===== config.mk =====
export PLATFORM = sky130hd
export DESIGN_NAME = adc_interface_par12_flat
export DESIGN_NICKNAME = d
export VERILOG_FILES = /design/src/rtl/adc_interface_par12_pkg.sv /design/src/rtl/adc_interface_par12_if.sv /design/src/rtl/adc_interface_par12_sync_2ff.sv /design/src/rtl/adc_interface_par12.sv /design/src/flat_wrapper.sv
export SDC_FILE = /design/constraint.sdc
export NUM_CORES = 1
export LEC_CHECK = 0
export ABC_AREA = 1
export BUFFER_PORTS_ARGS = -buffer_cell sky130_fd_sc_hd__buf_2
export CAP_MARGIN = 20
export CORE_ASPECT_RATIO = 1.4
export CORE_MARGIN = 3
export CORE_UTILIZATION = 50
export DETAILED_ROUTE_END_ITERATION = 10
export PLACE_DENSITY_LB_ADDON = 0.3
export SETUP_SLACK_MARGIN = 0.15
export SYNTH_ARGS = -nofsm -noshare
export SYNTH_HDL_FRONTEND = slang
export SYNTH_HIERARCHICAL = 1
export SYNTH_SLANG_ARGS = --single-unit

===== constraint.sdc =====
create_clock -name clk -period 1.45 [get_ports clk]
set_input_delay 0.29 -clock clk [delete_from_list [all_inputs] [get_ports clk]]
set_output_delay 0.29 -clock clk [all_outputs]
set_load 0.05 [all_outputs]

===== src/rtl/adc_interface_par12_pkg.sv =====
// Shared definitions for the 12-bit parallel ADC interface.
// Holds the controller state encoding, host op-code bit positions,
// default timing constants and the cycle-counter type.
package adc_interface_par12_pkg;

    // Host op-code bit positions
    localparam int unsigned OP_RST  = 0;
    localparam int unsigned OP_CONV = 1;

    // Default timing, in clk cycles
    localparam int unsigned DEF_T_CONVST  = 2;
    localparam int unsigned DEF_T_RD      = 3;
    localparam int unsigned DEF_T_TIMEOUT = 200;

    // Extra cycles granted in S_WAIT for BUSY to show up before the
    // controller assumes the conversion finished without a BUSY pulse
    localparam int unsigned BUSY_GRACE = 4;

    // Cycle counter; every timing parameter must fit (<= 255)
    localparam int unsigned CNT_W = 8;
    typedef logic [CNT_W-1:0] cnt_t;

    typedef enum logic [2:0] {
        S_RESET,
        S_IDLE,
        S_SETUP,
        S_CONV,
        S_WAIT,
        S_READ
    } state_t;

    // Registered host command
    typedef struct packed {
        logic       start;
        logic       srst;
        logic [1:0] chan;
    } cmd_t;

    // Counter value seen on the last cycle of an N-cycle interval
    function automatic cnt_t last_cnt(input int unsigned cycles);
        return cnt_t'(cycles - 1);
    endfunction

endpackage


===== src/rtl/adc_interface_par12_if.sv =====
// Bundle of host command/status signals and ADC pins.
//   host : cs, op[3:0], addr[7:0] in; rdy, data_out[15:0], valid, err out
//   ADC  : AD[1:0], CONVST, CS, RD out (active-low strobes); BUSY, DB[11:0] in
// slave  = the interface controller, master = host + ADC side.
interface adc_interface_par12_if;

    logic        cs;
    logic [3:0]  op;
    logic [7:0]  addr;
    logic        rdy;
    logic [15:0] data_out;
    logic        valid;
    logic        err;

    logic [1:0]  AD;
    logic        CONVST;
    logic        BUSY;
    logic        CS;
    logic        RD;
    logic [11:0] DB;

    modport master (
        output cs, op, addr, BUSY, DB,
        input  rdy, data_out, valid, err, AD, CONVST, CS, RD
    );

    modport slave (
        input  cs, op, addr, BUSY, DB,
        output rdy, data_out, valid, err, AD, CONVST, CS, RD
    );

endinterface


===== src/rtl/adc_interface_par12_sync_2ff.sv =====
// Two-flop synchronizer for a single asynchronous level.
//   clk : destination clock
//   rst : asynchronous active-high reset, output forced low
//   d   : asynchronous input
//   q   : synchronized output, two clk cycles of latency
module sync_2ff (
    input  logic clk,
    input  logic rst,
    input  logic d,
    output logic q
);

    logic meta_q, meta_d;
    logic sync_q, sync_d;

    always_comb begin
        meta_d = d;
        sync_d = meta_q;
    end

    always_ff @(posedge clk or posedge rst) begin
        if (rst) begin
            meta_q <= 1'b0;
            sync_q <= 1'b0;
        end else begin
            meta_q <= meta_d;
            sync_q <= sync_d;
        end
    end

    assign q = sync_q;

endmodule


===== src/rtl/adc_interface_par12.sv =====
// Controller for a 12-bit parallel-output ADC.
// A host start command selects a channel, pulses CONVST low, waits for
// BUSY to fall (or times out), then reads DB with CS/RD low and presents
// the sample on data_out with a one-cycle valid pulse.
//   clk : system clock, rising edge
//   rst : asynchronous active-high reset
//   bus : slave side of adc_interface_par12_if (host + ADC pins)
// Parameters: T_CONVST (CONVST low width), T_RD (CS/RD low width),
// T_TIMEOUT (max cycles from CONVST rise to BUSY fall); all <= 255.
module adc_interface_par12
    import adc_interface_par12_pkg::*;
#(
    parameter int unsigned T_CONVST  = DEF_T_CONVST,
    parameter int unsigned T_RD      = DEF_T_RD,
    parameter int unsigned T_TIMEOUT = DEF_T_TIMEOUT
) (
    input  logic                clk,
    input  logic                rst,
    adc_interface_par12_if.slave bus
);

    localparam cnt_t CONV_LAST  = last_cnt(T_CONVST);
    localparam cnt_t GRACE_LAST = last_cnt(T_CONVST + BUSY_GRACE);
    localparam cnt_t RD_LAST    = last_cnt(T_RD);
    localparam cnt_t TO_LAST    = last_cnt(T_TIMEOUT);

    cmd_t        cmd_q, cmd_d;
    state_t      state_q, state_d;
    cnt_t        cnt_q, cnt_d;
    logic        busy_seen_q, busy_seen_d;
    logic        rdy_q, rdy_d;
    logic        valid_q, valid_d;
    logic        err_q, err_d;
    logic [1:0]  ad_q, ad_d;
    logic        convst_q, convst_d;
    logic        cs_n_q, cs_n_d;
    logic        rd_n_q, rd_n_d;
    logic [11:0] sample_q, sample_d;

    logic        busy_s;
    logic        unused_cmd_bits;

    assign unused_cmd_bits = ^{bus.op[3:2], bus.addr[7:2]};

    sync_2ff u_busy_sync (
        .clk (clk),
        .rst (rst),
        .d   (bus.BUSY),
        .q   (busy_s)
    );

    // Host command register: strobes only live for the cycle after cs,
    // soft reset masks a simultaneous start.
    always_comb begin
        cmd_d.start = bus.cs & bus.op[OP_CONV] & ~bus.op[OP_RST];
        cmd_d.srst  = bus.cs & bus.op[OP_RST];
        cmd_d.chan  = bus.cs ? bus.addr[1:0] : cmd_q.chan;
    end

    always_comb begin
        state_d     = state_q;
        cnt_d       = cnt_q + cnt_t'(1);
        busy_seen_d = busy_seen_q;
        rdy_d       = rdy_q;
        valid_d     = 1'b0;
        err_d       = err_q;
        ad_d        = ad_q;
        convst_d    = convst_q;
        cs_n_d      = cs_n_q;
        rd_n_d      = rd_n_q;
        sample_d    = sample_q;

        if (cmd_q.srst) begin
            state_d     = S_RESET;
            cnt_d       = '0;
            busy_seen_d = 1'b0;
            rdy_d       = 1'b0;
            err_d       = 1'b0;
            ad_d        = '0;
            convst_d    = 1'b1;
            cs_n_d      = 1'b1;
            rd_n_d      = 1'b1;
            sample_d    = '0;
        end else begin
            case (state_q)
                S_RESET: begin
                    state_d = S_IDLE;
                    cnt_d   = '0;
                    rdy_d   = 1'b1;
                end

                S_IDLE: begin
                    cnt_d = '0;
                    if (cmd_q.start) begin
                        state_d = S_SETUP;
                        rdy_d   = 1'b0;
                        err_d   = 1'b0;
                        ad_d    = cmd_q.chan;
                    end
                end

                S_SETUP: begin
                    state_d  = S_CONV;
                    cnt_d    = '0;
                    convst_d = 1'b0;
                end

                S_CONV: begin
                    if (cnt_q == CONV_LAST) begin
                        state_d     = S_WAIT;
                        cnt_d       = '0;
                        convst_d    = 1'b1;
                        busy_seen_d = 1'b0;
                    end
                end

                S_WAIT: begin
                    if (busy_s) begin
                        busy_seen_d = 1'b1;
                    end
                    // Normal end: BUSY fell after being seen high.
                    // No-BUSY end: grace period expired with BUSY never high.
                    if ((busy_seen_q && !busy_s) ||
                        (!busy_seen_q && !busy_s && cnt_q == GRACE_LAST)) begin
                        state_d = S_READ;
                        cnt_d   = '0;
                        cs_n_d  = 1'b0;
                        rd_n_d  = 1'b0;
                    end else if (cnt_q == TO_LAST) begin
                        state_d = S_IDLE;
                        cnt_d   = '0;
                        err_d   = 1'b1;
                        rdy_d   = 1'b1;
                    end
                end

                S_READ: begin
                    if (cnt_q == RD_LAST) begin
                        state_d  = S_IDLE;
                        cnt_d    = '0;
                        sample_d = bus.DB;
                        cs_n_d   = 1'b1;
                        rd_n_d   = 1'b1;
                        valid_d  = 1'b1;
                        rdy_d    = 1'b1;
                    end
                end

                default: begin
                    state_d = S_RESET;
                    cnt_d   = '0;
                end
            endcase
        end
    end

    always_ff @(posedge clk or posedge rst) begin
        if (rst) begin
            cmd_q       <= '0;
            state_q     <= S_RESET;
            cnt_q       <= '0;
            busy_seen_q <= 1'b0;
            rdy_q       <= 1'b0;
            valid_q     <= 1'b0;
            err_q       <= 1'b0;
            ad_q        <= '0;
            convst_q    <= 1'b1;
            cs_n_q      <= 1'b1;
            rd_n_q      <= 1'b1;
            sample_q    <= '0;
        end else begin
            cmd_q       <= cmd_d;
            state_q     <= state_d;
            cnt_q       <= cnt_d;
            busy_seen_q <= busy_seen_d;
            rdy_q       <= rdy_d;
            valid_q     <= valid_d;
            err_q       <= err_d;
            ad_q        <= ad_d;
            convst_q    <= convst_d;
            cs_n_q      <= cs_n_d;
            rd_n_q      <= rd_n_d;
            sample_q    <= sample_d;
        end
    end

    assign bus.rdy      = rdy_q;
    assign bus.valid    = valid_q;
    assign bus.err      = err_q;
    assign bus.data_out = {4'b0000, sample_q};
    assign bus.AD       = ad_q;
    assign bus.CONVST   = convst_q;
    assign bus.CS       = cs_n_q;
    assign bus.RD       = rd_n_q;

endmodule


===== src/flat_wrapper.sv =====
// flat-port wrapper written by rule: the top's interface ports become plain ports
module adc_interface_par12_flat import adc_interface_par12_pkg::*;
#(
    parameter int unsigned T_CONVST  = DEF_T_CONVST,
    parameter int unsigned T_RD      = DEF_T_RD,
    parameter int unsigned T_TIMEOUT = DEF_T_TIMEOUT
)
  (clk, rst, bus_cs, bus_op, bus_addr, bus_BUSY, bus_DB, bus_rdy, bus_data_out, bus_valid, bus_err, bus_AD, bus_CONVST, bus_CS, bus_RD);
  adc_interface_par12_if bus_i ();
  input  logic clk;
  input  logic rst;
  input wire logic [$bits(bus_i.cs)-1:0] bus_cs;
  input wire logic [$bits(bus_i.op)-1:0] bus_op;
  input wire logic [$bits(bus_i.addr)-1:0] bus_addr;
  input wire logic [$bits(bus_i.BUSY)-1:0] bus_BUSY;
  input wire logic [$bits(bus_i.DB)-1:0] bus_DB;
  output wire logic [$bits(bus_i.rdy)-1:0] bus_rdy;
  output wire logic [$bits(bus_i.data_out)-1:0] bus_data_out;
  output wire logic [$bits(bus_i.valid)-1:0] bus_valid;
  output wire logic [$bits(bus_i.err)-1:0] bus_err;
  output wire logic [$bits(bus_i.AD)-1:0] bus_AD;
  output wire logic [$bits(bus_i.CONVST)-1:0] bus_CONVST;
  output wire logic [$bits(bus_i.CS)-1:0] bus_CS;
  output wire logic [$bits(bus_i.RD)-1:0] bus_RD;
  assign bus_i.cs = bus_cs;
  assign bus_i.op = bus_op;
  assign bus_i.addr = bus_addr;
  assign bus_i.BUSY = bus_BUSY;
  assign bus_i.DB = bus_DB;
  assign bus_rdy = bus_i.rdy;
  assign bus_data_out = bus_i.data_out;
  assign bus_valid = bus_i.valid;
  assign bus_err = bus_i.err;
  assign bus_AD = bus_i.AD;
  assign bus_CONVST = bus_i.CONVST;
  assign bus_CS = bus_i.CS;
  assign bus_RD = bus_i.RD;
  adc_interface_par12 #(.T_CONVST(T_CONVST), .T_RD(T_RD), .T_TIMEOUT(T_TIMEOUT)) u_core (.clk(clk), .rst(rst), .bus(bus_i));
endmodule

==> results of run 1 <==
worst min path at each step:
stage	cells past startpoint	startpoint	endpoint	slack, ns
4_1_cts	1	bus_BUSY	u_core/u_busy_sync/meta_q	0.09
3_5_place_dp	2	rst	u_core/u_busy_sync/meta_q	0.15
2_1_floorplan	1	rst	u_core/u_busy_sync/meta_q	0.03
3_3_place_gp	2	rst	u_core/u_busy_sync/meta_q	0.15
5_1_grt	1	bus_BUSY	u_core/u_busy_sync/meta_q	0.1
6_report	1	bus_BUSY	u_core/u_busy_sync/meta_q	0.10
state kept, by name (all words and copies together), names as in the netlist:
signal and flops:
u_core/bus.AD 2, u_core/state_q 3, u_core/bus.RD 1, u_core/sample_q 12, u_core/bus.valid 1, u_core/u_busy_sync/q 1, u_core/u_busy_sync/meta_q 1, u_core/cmd_q 4
u_core/bus.CONVST 1, u_core/busy_seen_q 1, u_core/bus.rdy 1, u_core/bus.err 1, u_core/cnt_q 8
through the flow:
step | std cells | hold WS, ns | instance area [µm²] | worst slack (ns) | total power [mW]
floorplan | 229 | 0.0312 | 1830 | 0.156 | 2.11
global placement | 305 | 0.150 | 2070 | 0.0153 | 2.32
detailed placement | 305 | 0.155 | 2070 | -0.00511 | 2.33
CTS | 317 | 0.0931 | 2300 | 0.00135 | 3.25
global route | 323 | 0.0974 | 2500 | -0.132 | 3.73
finish | 323 | 0.103 | 2500 | -0.0695 | 3.50
final cells by class:
type	instances	area share [%]
tap	40	2.01
sequential	37	37.5
inverter	28	4.41
timing repair buffer	55	15.1
clock inverter	1	0.201
clock buffer	7	3.86
multi-input combinational	155	36.9
timing repair:
action	4_1_cts	5_1_grt
endpoints found under the setup margin	30	32
resized for setup	25	47
hold buffers	1	0
gates cloned	1	0
pin swaps	3	20
hold endpoints to repair	2	0
buffers inserted	2	6
placed cells by master (no fill, tap or decap), types with 3 or more instances in the layout:
cell type / Yosys / final
clkbuf_8: 0 / 7
nand2_1: 63 / 52
dfrtp_1: 35 / 29
nand2_2: 2 / 10
nor2_1: 23 / 15
buf_4: 6 / 13
ha_4: 0 / 3
xor2_1: 3 / 3
o21ai_1: 0 / 3
conb_1: 1 / 4
inv_1: 26 / 22
nand3_2: 1 / 6
o21ai_0: 9 / 4
dfrtp_2: 0 / 6
inv_2: 2 / 4
buf_2: 3 / 36
nor2_4: 0 / 5
a21oi_1: 7 / 5
nor2_2: 4 / 7
nand2_4: 0 / 3
nand3_1: 26 / 21
layer usage:
metal | wire length [µm] | part of all wire [%] | GRT usage (%) | vias up
li1 | - | - | - | 807
met1 | 1660 | 38 | 22.3 | 750
met2 | 2400 | 55 | 35.4 | 40
met3 | 144 | 3.3 | 3.54 | 11
met4 | 124 | 2.9 | 9.74 | 0
met5 | 0 | 0 | 0 | -
report_power, final:
| part | total, mW | internal (mW) | switching, mW |
|---|---|---|---|
| sequential | 1.30 | 1.18 | 0.119 |
| clock | 0.780 | 0.429 | 0.351 |
| combinational | 1.43 | 0.497 | 0.930 |
| total | 3.50 | 2.10 | 1.40 |
critical path: stages (launching register included):
cell and delay, ns:
dfrtp_2 0.44, inv_2 0.09, ha_4 0.14, nand3_2 0.11, o21ai_4 0.20, nand2_2 0.11, nand3_2 0.09, nand2_2 0.07
nand2_4 0.10, nor2_1 0.06
cell families after synthesis:
group / count (synthesis)
xor gates and xnor gates: 4
and+or+nand+nor: 124
other: 1
buffers and inverters: 37
DFF: 37
AOI/OAI and AO/OA: 20
adders and majority gates: 3
==> metrics, run 1 <==
IO Count 52; CTS tree yes; end point of the critical path u_core/cnt_q[3]; setup violators final 11; adder-cell share of the synthesized area 2.07%; #FFs+latches synth 37; max_cap viols 0; H-tree depth 2; Core Rows 25; setup TNS -0.539 ns; Longest Clk Path Bufs 2; critical path type reg2reg; Initial Util 52.7%; share of cells above drive strength 1 42.0%; Die Ht 77.3 µm; largest family of logic cells by synthesized area simple AND/OR/NAND/NOR gates; Final Wtd Congestion 0.915; cell taking the most area after synthesis dfrtp_1; Seq/Total Area, Yosys 51.2%; Multi-input gate area 922 µm²; Critical Path Fanout Max 7; R2R depth 9; Final period util 105%; Final Skew 0.00407 ns; Async SR Flop Fraction 100%; Synth Area in Compound Gates 6.28%; Initial DRC Count 38; Total Wirelength 4320 µm; Filler cells 267; detailed placement HPWL 2680 µm; setup ws final -0.0695 ns; Peak VDD IR 1.05 mV; Final Util 72.5%; Worst setup SP type register; Storage cell area 936 µm²; die area 0.00440 mm²; top-count cell post-synth nand2_1; First-pass DRT Iterations 4; Vias per Instance 4.98; grt ovf 0; Clock Latency Late Sink 0.29 ns; Total GRT Usage 19.9%; Post-Synthesis Cells 226; Final Hold Fails 0; reg2reg end u_core/cnt_q[3]; syn avg cell area 8.03 µm²; ant diodes 0; clock buffer count from CTS 5; first-pass GRT wire length 6850 µm; DR vias 1608; Worst setup EP type register; Yosys warning count 6; RSZ-0062 raised after global routing true; synthesized cell area 0.00181 mm²; area grow syn2layout 37.6%; status finished with violations; Detail Route Antenna Nets 0; Power Density 1400 mW/mm²; Main synth FF type dfrtp_1; distinct cell type count of the synthesized netlist 25; Reg clk slew, reported paths 0.07 ns; fmax 658 MHz; flop-to-flop setup slack -0.07 ns; multiplexer share of the synthesized area 0%; initial antenna violation count 0; Pleak 1.33 nW; Synth Area in XOR/XNOR 1.93%; Worst EP required 1.63 ns; top-area cell type share of the netlist area 48.3%; failing checks negative setup slack; fin crit period 1.52 ns; Synth Area in Simple Gates 29.2%; Wirelength per Cell 13.4 µm; Post-synth EDFFs 0; clock sinks 37; clock root buffer clkbuf_8; # nets final 313; area of the core 0.00344 mm²; HP Class in2reg; worst path arrival time 1.70 ns; top cells by area, synth dfrtp_1 48%, nand2_1 13%, nand3_1 7.2%, inv_1 5.4%, nor2_1 4.8%; Post-synth top cells 63 x nand2_1, 35 x dfrtp_1, 26 x inv_1, 26 x nand3_1, 23 x nor2_1; pin count of the biggest net entering global routing 36; Die Wd 56.9 µm; vias in the first global route 1542; Residual DRC 0; Worst Setup SP u_core/cnt_q[1]; Slew Limit Fails 0; R2R Path Start u_core/cnt_q[1]; count of port buffers added during placement 39
(Power assumes the default switching activity.)
==> run 2: changes to the inputs <==
--- a/config.mk
+++ b/config.mk
@@ -5,12 +5,12 @@
 export SDC_FILE = /design/constraint.sdc
 export NUM_CORES = 1
 export LEC_CHECK = 0
-export ABC_AREA = 1
 export BUFFER_PORTS_ARGS = -buffer_cell sky130_fd_sc_hd__buf_2
 export CAP_MARGIN = 20
 export CORE_ASPECT_RATIO = 1.4
 export CORE_MARGIN = 3
 export CORE_UTILIZATION = 50
+export CTS_CLUSTER_DIAMETER = 30
 export DETAILED_ROUTE_END_ITERATION = 10
 export PLACE_DENSITY_LB_ADDON = 0.3
 export SETUP_SLACK_MARGIN = 0.15
==> run 2 against run 1 <==
Effect of this change: utilization increased by 1.8 points; critical endpoint is now u_core/cnt_q[7]; critical path depth decreased by 3; the run still ends with negative setup slack left; synthesized cell count decreased by 27%.
==> metrics, run 2 <==
share of cells above drive strength 1 51.3% (+9.2 points); most common cell after layout, fill and taps aside buf_2; fin crit period 1.61 ns (+0.0897 ns); top-count cell post-synth dfrtp_1; GR peak layer met2; CTS tree yes; # nets final 264 (-16%); setup ws final -0.159 ns (-0.0897 ns); Final Hold Fails 0 (unchanged); Clock Latency Late Sink 0.30 ns (about the same); First-pass DRT Iterations 4 (unchanged); vias in the first global route 1657 (+7.5%); Final period util 111% (+6.2 points); synthesized cell area 0.00183 mm² (+0.97%); top cells by area, synth dfrtp_1 48%, mux2i_1 7.7%, nor2_1 4.5%, dfstp_2 2.9%, buf_4 2.5%; first-pass GRT wire length 7440 µm (+8.6%); Final Wtd Congestion 0.856 (-6.5%); Synth Area in Simple Gates 20.2% (-9.1 points); ant diodes 0 (unchanged); Total GRT Usage 21.4% (+1.5 points); critical path type reg2reg; adder-cell share of the synthesized area 2.05% (-0.020 points); Final Skew 0.00752 ns (+0.00345 ns); most frequent cells in the layout 36 x buf_2, 28 x dfrtp_1, 27 x buf_4, 20 x nor2_1, 14 x mux2i_1; Largest regs u_core/sample_q (12), u_core/cnt_q (8), u_core/cmd_q (4); pin count of the biggest net entering global routing 22 (-39%); H-tree depth 2 (unchanged); max reg flops 12 (unchanged); Detail Route Antenna Nets 0 (unchanged); Overall Power 2.44 mW (-30%); Async SR Flop Fraction 100% (unchanged); Yosys warning count 6 (unchanged); Slew Limit Fails 0 (unchanged); DR vias 1461 (-9.1%); fin area 0.00256 mm² (+2.5%); failing checks negative setup slack; Critical Path Fanout Max 7 (unchanged); distinct cell type count of the synthesized netlist 45 (+80%); Total Wirelength 4380 µm (+1.2%); #FFs+latches synth 37 (unchanged); Initial DRC Count 69 (+82%); syn avg cell area 11.2 µm² (+39%); cell taking the most area after synthesis dfrtp_1; GR Util met3 3.66% (+0.13 points); clock buffer count from CTS 5 (unchanged); Finished Layout Cells 274 (-15%); multiplexer share of the synthesized area 9.49% (+9.5 points); initial antenna violation count 0 (unchanged); area of the core 0.00344 mm² (unchanged); pre-CTS setup slack -0.198 ns (-0.193 ns); Post-Synthesis Cells 164 (-27%); count of port buffers added during placement 39 (unchanged); die area 0.00444 mm² (+0.87%); Wirelength per Cell 16.0 µm (+19%); max_cap viols 0 (unchanged); fmax 621 MHz (-5.6%); largest family of logic cells by synthesized area simple AND/OR/NAND/NOR gates; Worst setup EP type register; top-area cell type share of the netlist area 47.8% (-0.46 points); Synth Area in Compound Gates 8.67% (+2.4 points); setup TNS -2.08 ns (-1.54 ns); GR met2 Demand/Resource 38.7% (+3.3 points); Worst EP required 1.67 ns (+0.04 ns); met1 usage 24.4% (+2.1 points); Longest Clk Path Bufs 2 (unchanged); Peak VDD IR 0.828 mV (-21%); grt ovf 0 (unchanged); Post-synth EDFFs 0 (unchanged); placed instance area 0.00221 mm² (+6.9%); HP Class in2reg; RSZ-0062 raised after global routing true; Seq/Total Area, Yosys 50.7% (-0.49 points); Worst setup SP type register; Die Wd 57.2 µm (+0.43%); Synth Area in XOR/XNOR 3.35% (+1.4 points); Final Util 74.3% (+1.8 points); largest reg by FF count u_core/sample_q; clock sinks 37 (unchanged); area grow syn2layout 39.6%; Power Density 953 mW/mm² (-32%); IO Count 52 (unchanged); detailed placement HPWL 3080 µm (+15%); Fin Hold WS 0.100 ns (-0.00324 ns); Pleak 1.31 nW (-1.4%); Initial Util 53.2% (+0.51 points); Main synth FF type dfrtp_1; Post-synth top cells 35 x dfrtp_1, 22 x nor2_1, 14 x mux2i_1, 8 x nor3_1, 7 x nand3_1; clock root buffer clkbuf_8; worst path arrival time 1.83 ns (+0.13 ns); status finished with violations; Residual DRC 0 (unchanged); setup violators final 26 (+15); Core Rows 25 (unchanged); Reg clk slew, reported paths 0.07 ns (about the same); DP Cell Count 258 (-15%); Die Ht 77.6 µm (+0.44%); Vias per Instance 5.33 (+7.1%)
[run 2: cell count changes in the layout (fill, tap and decap cells not counted), sizes merged, moves of 3 or more]
cell and change:
nand3 -20, nand2 -61, buf +16, o21ai -10
mux2i +14, nor3 +7, and3 +4, mux2 +3
inv -22, nor2 -5
[run 2: layer usage]
metal  wire, µm  vias up
li1           -      699
met1       1650      705
met2       2440       50
met3        202        7
met4         89        0
met5          0        -
[run 2: logic make-up (layout without fill, tap and decap cells)]
logic type | count (synthesis) | count (layout)
AO/OA/AOI/OAI | 20 | 20
XOR/XNOR | 7 | 7
adder cells (fa/ha/maj) | 3 | 3
buffers and inverters | 18 | 85
flip-flops | 37 | 37
multiplexers | 17 | 17
other | 1 | 4
AND/OR/NAND/NOR | 61 | 61
[run 2: repair_timing]
action / CTS / global route
hold buffers: 1 / 0
setup buffers: 4 / 3
pin swaps: 6 / 8
gates resized for setup: 27 / 16
endpoints found under the setup margin: 34 / 34
hold endpoints to repair: 2 / 0
[run 2: critical path: stages, from the launching register on]
cell      delay [ns]
dfrtp_2         0.42
inv_2           0.05
ha_2            0.20
mux2_4          0.27
a311oi_4        0.30
a21oi_4         0.13
nor3_2          0.17
[run 2: worst paths after layout]
check | start | endpoint | slack [ns] | depth (start not counted)
max in group asynchronous | rst | u_core/state_q[1] | 0.59 | 4
min | bus_BUSY | u_core/u_busy_sync/meta_q | 0.10 | 1
min in group asynchronous | rst | u_core/u_busy_sync/meta_q | 0.41 | 3
max reg2reg | u_core/cnt_q[0] | u_core/cnt_q[7] | -0.16 | 6
min reg2reg | u_core/u_busy_sync/meta_q | u_core/u_busy_sync/q | 0.35 | 0
max | u_core/cnt_q[0] | u_core/cnt_q[7] | -0.16 | 6
[run 2: power breakdown]
group | leakage [nW] | switching [mW] | internal (mW)
logic | 0.769 | 0.229 | 0.152
registers | 0.481 | 0.0396 | 1.08
clock network | 0.0574 | 0.382 | 0.559
total | 1.31 | 0.650 | 1.79
[run 2: cell type report]
| type | count | area, µm² |
|---|---|---|
| multi-input cells | 112 | 945 |
| flip-flops and latches | 37 | 937 |
| well taps | 40 | 50.0 |
| repair buffers | 71 | 483 |
| clock inverters | 2 | 37.5 |
| clock buffers | 6 | 82.6 |
| inverters | 6 | 22.5 |
| fillers | 230 | 883 |
==> run 3: changes to the inputs <==
--- a/config.mk
+++ b/config.mk
@@ -8,7 +8,7 @@
 export BUFFER_PORTS_ARGS = -buffer_cell sky130_fd_sc_hd__buf_2
 export CAP_MARGIN = 20
 export CORE_ASPECT_RATIO = 1.4
-export CORE_MARGIN = 3
+export CORE_MARGIN = 4
 export CORE_UTILIZATION = 50
 export CTS_CLUSTER_DIAMETER = 30
 export DETAILED_ROUTE_END_ITERATION = 10
==> run 3 against run 2 <==
Effect of this change: sequential share of layout area rose by 0.72 points; clock-buffer cell count decreased by 1; global-route usage is 2.2 points lower; setup slack improved by 0.018 ns; die area up 6.2%; the run still ends with negative setup slack left; flip-flop and latch count stayed put; critical endpoint is now u_core/cnt_q[3]; routed wire length shrank 5.5%; largest power group unchanged.
==> metrics, run 3 (synthesis results as in run 2) <==
hold path depth 1 (unchanged); pin count of the biggest net entering global routing 22 (unchanged); Reg clk slew, reported paths 0.08 ns (about the same); largest reg by FF count u_core/sample_q; Slew Limit Fails 0 (unchanged); most frequent cells in the layout 36 x buf_2, 29 x dfrtp_1, 22 x buf_4, 20 x nor2_1, 12 x mux2i_1; RSZ-0062 raised after global routing true; Clock Latency Late Sink 0.29 ns (about the same); Detail Route Antenna Nets 0 (unchanged); Fin Hold WS 0.106 ns (+0.00621 ns); Final Wtd Congestion 0.891 (+4.1%); sw power 0.639 mW (-1.8%); Worst setup SP type register; Total GRT Usage 19.2% (-2.2 points); critical path type reg2reg; clock sinks 37 (unchanged); area of the core 0.00344 mm² (unchanged); clock root buffer clkbuf_8; area grow syn2layout 36.7%; HP Start bus_BUSY; Initial Util 53.2% (unchanged); most common cell after layout, fill and taps aside buf_2; Pleak 1.27 nW (-2.9%); Buf/Inv on CP 1 (unchanged); detailed placement HPWL 3070 µm (-0.44%); fmax 628 MHz (+1.1%); share of cells above drive strength 1 48.5% (-2.8 points); max reg flops 12 (unchanged); switching share of power 25.1% (-1.6 points); Worst path top cell family by delay compound AO/OA/AOI/OAI gates; Vias per Instance 5.43 (+1.8%); # nets final 257 (-2.7%); vias in the first global route 1512 (-8.8%); Wirelength per Cell 15.5 µm (-3.0%); fin crit period 1.59 ns (-0.0176 ns); reg2reg end u_core/cnt_q[3]; clock buffer count from CTS 5 (unchanged); setup TNS -2.00 ns (+0.0774 ns); Flop pwr share 43.8% (-2.0 points); Longest Clk Path Bufs 2 (unchanged); Die Ht 79.6 µm (+2.6%); setup violators final 24 (-7.7%); Clock Power Share 41.5% (+2.9 points); first-pass GRT wire length 6910 µm (-7.2%); Worst path max stage delay 0.41 ns (about the same); First-pass DRT Iterations 4 (unchanged); CTS tree yes; R2R depth 6 (unchanged); crit-path cells inv_1 -> ha_2 -> nor4b_4 -> o21ai_4 -> a21oi_4 -> nor3_1; Total Wirelength 4140 µm (-5.5%); initial antenna violation count 0 (unchanged); slowest CP cell dfrtp_1; grt ovf 0 (unchanged); count of port buffers added during placement 39 (unchanged); Power Density 1020 mW/mm² (+6.7%); pre-CTS setup slack -0.143 ns (+0.0551 ns); failing checks negative setup slack; Final period util 110% (-1.2 points); DR vias 1450 (-0.75%); R2R Path Start u_core/cnt_q[1]; P_int 1.91 mW (+6.7%); IO Count 52 (unchanged); fin area 0.00250 mm² (-2.1%); Core Rows 25 (unchanged); max_cap viols 0 (unchanged); Min-Delay Endpoint u_core/u_busy_sync/meta_q; Overall Power 2.55 mW (+4.5%); Combinational Power Share 14.7% (-0.9 points); flop-to-flop setup slack -0.14 ns (+0.02 ns); H-tree depth 2 (unchanged); setup ws final -0.142 ns (+0.0176 ns); Die Wd 59.2 µm (+3.5%); Final Hold Fails 0 (unchanged); Final Skew 0.00938 ns (+0.00186 ns); Largest regs u_core/sample_q (12), u_core/cnt_q (8), u_core/cmd_q (4); die area 0.00471 mm² (+6.2%); placed instance area 0.00219 mm² (-1.0%); Residual DRC 0 (unchanged); Worst EP required 1.61 ns (-0.06 ns); Peak VDD IR 0.898 mV (+8.5%); worst path arrival time 1.75 ns (-0.08 ns); Critical Path Fanout Max 7 (unchanged); ant diodes 0 (unchanged); Initial DRC Count 29 (-58%); status finished with violations; HP Class in2reg; Worst setup EP type register
run 3: power groups by stage:
stage | Sequential (mW) | Clock, mW | Combinational, mW
detailed placement | 1.13 | 0 | 0.326
global route | 1.12 | 1.13 | 0.402
global placement | 1.13 | 0 | 0.318
floorplan | 1.19 | 0 | 0.163
CTS | 1.11 | 1.08 | 0.360
finish | 1.12 | 1.06 | 0.374
run 3: cell type report:
| class | instances | area (µm²) |
|---|---|---|
| multi-input cells | 112 | 936 |
| well taps | 40 | 50.0 |
| flip-flops and latches | 37 | 936 |
| fillers | 254 | 936 |
| clock inverters | 3 | 65.1 |
| inverters | 6 | 22.5 |
| clock buffers | 5 | 68.8 |
| repair buffers | 64 | 427 |
run 3: how the worst max path moves through the flow:
stage	from	to	slack [ns]	cells past startpoint
after detailed placement	u_core/cnt_q[1]	u_core/cnt_q[0]	-0.14	6
after floorplan	u_core/cnt_q[0]	u_core/cnt_q[0]	-0.05	6
after global placement	u_core/cnt_q[0]	u_core/cnt_q[6]	-0.09	5
after global routing	u_core/cnt_q[0]	u_core/bus.rdy	-0.21	6
after CTS	u_core/cnt_q[3]	u_core/bus.rdy	-0.12	4
final	u_core/cnt_q[1]	u_core/cnt_q[3]	-0.14	6
run 3: per-layer routing:
metal	global-route usage (%)	vias up	routed length, µm
met5	0	-	0
met4	7.03	0	44
met3	4.05	5	221
met2	34.6	50	2300
met1	21.7	711	1570
li1	-	684	-
run 3: through the flow:
stage          std cells  util (%)
5_1_grt              267      72.8
2_1_floorplan        167         -
3_5_place_dp         255      63.6
4_1_cts              267      71.1
3_3_place_gp         255      63.6
6_report             267      72.8
run 3: repair_timing:
action                                 4_1_cts  5_1_grt
buffers inserted                             3        0
pin swaps                                    7        1
endpoints found under the hold margin        2        0
setup endpoints to repair                   34       34
gates resized for setup                     24       15
hold buffers                                 1        0
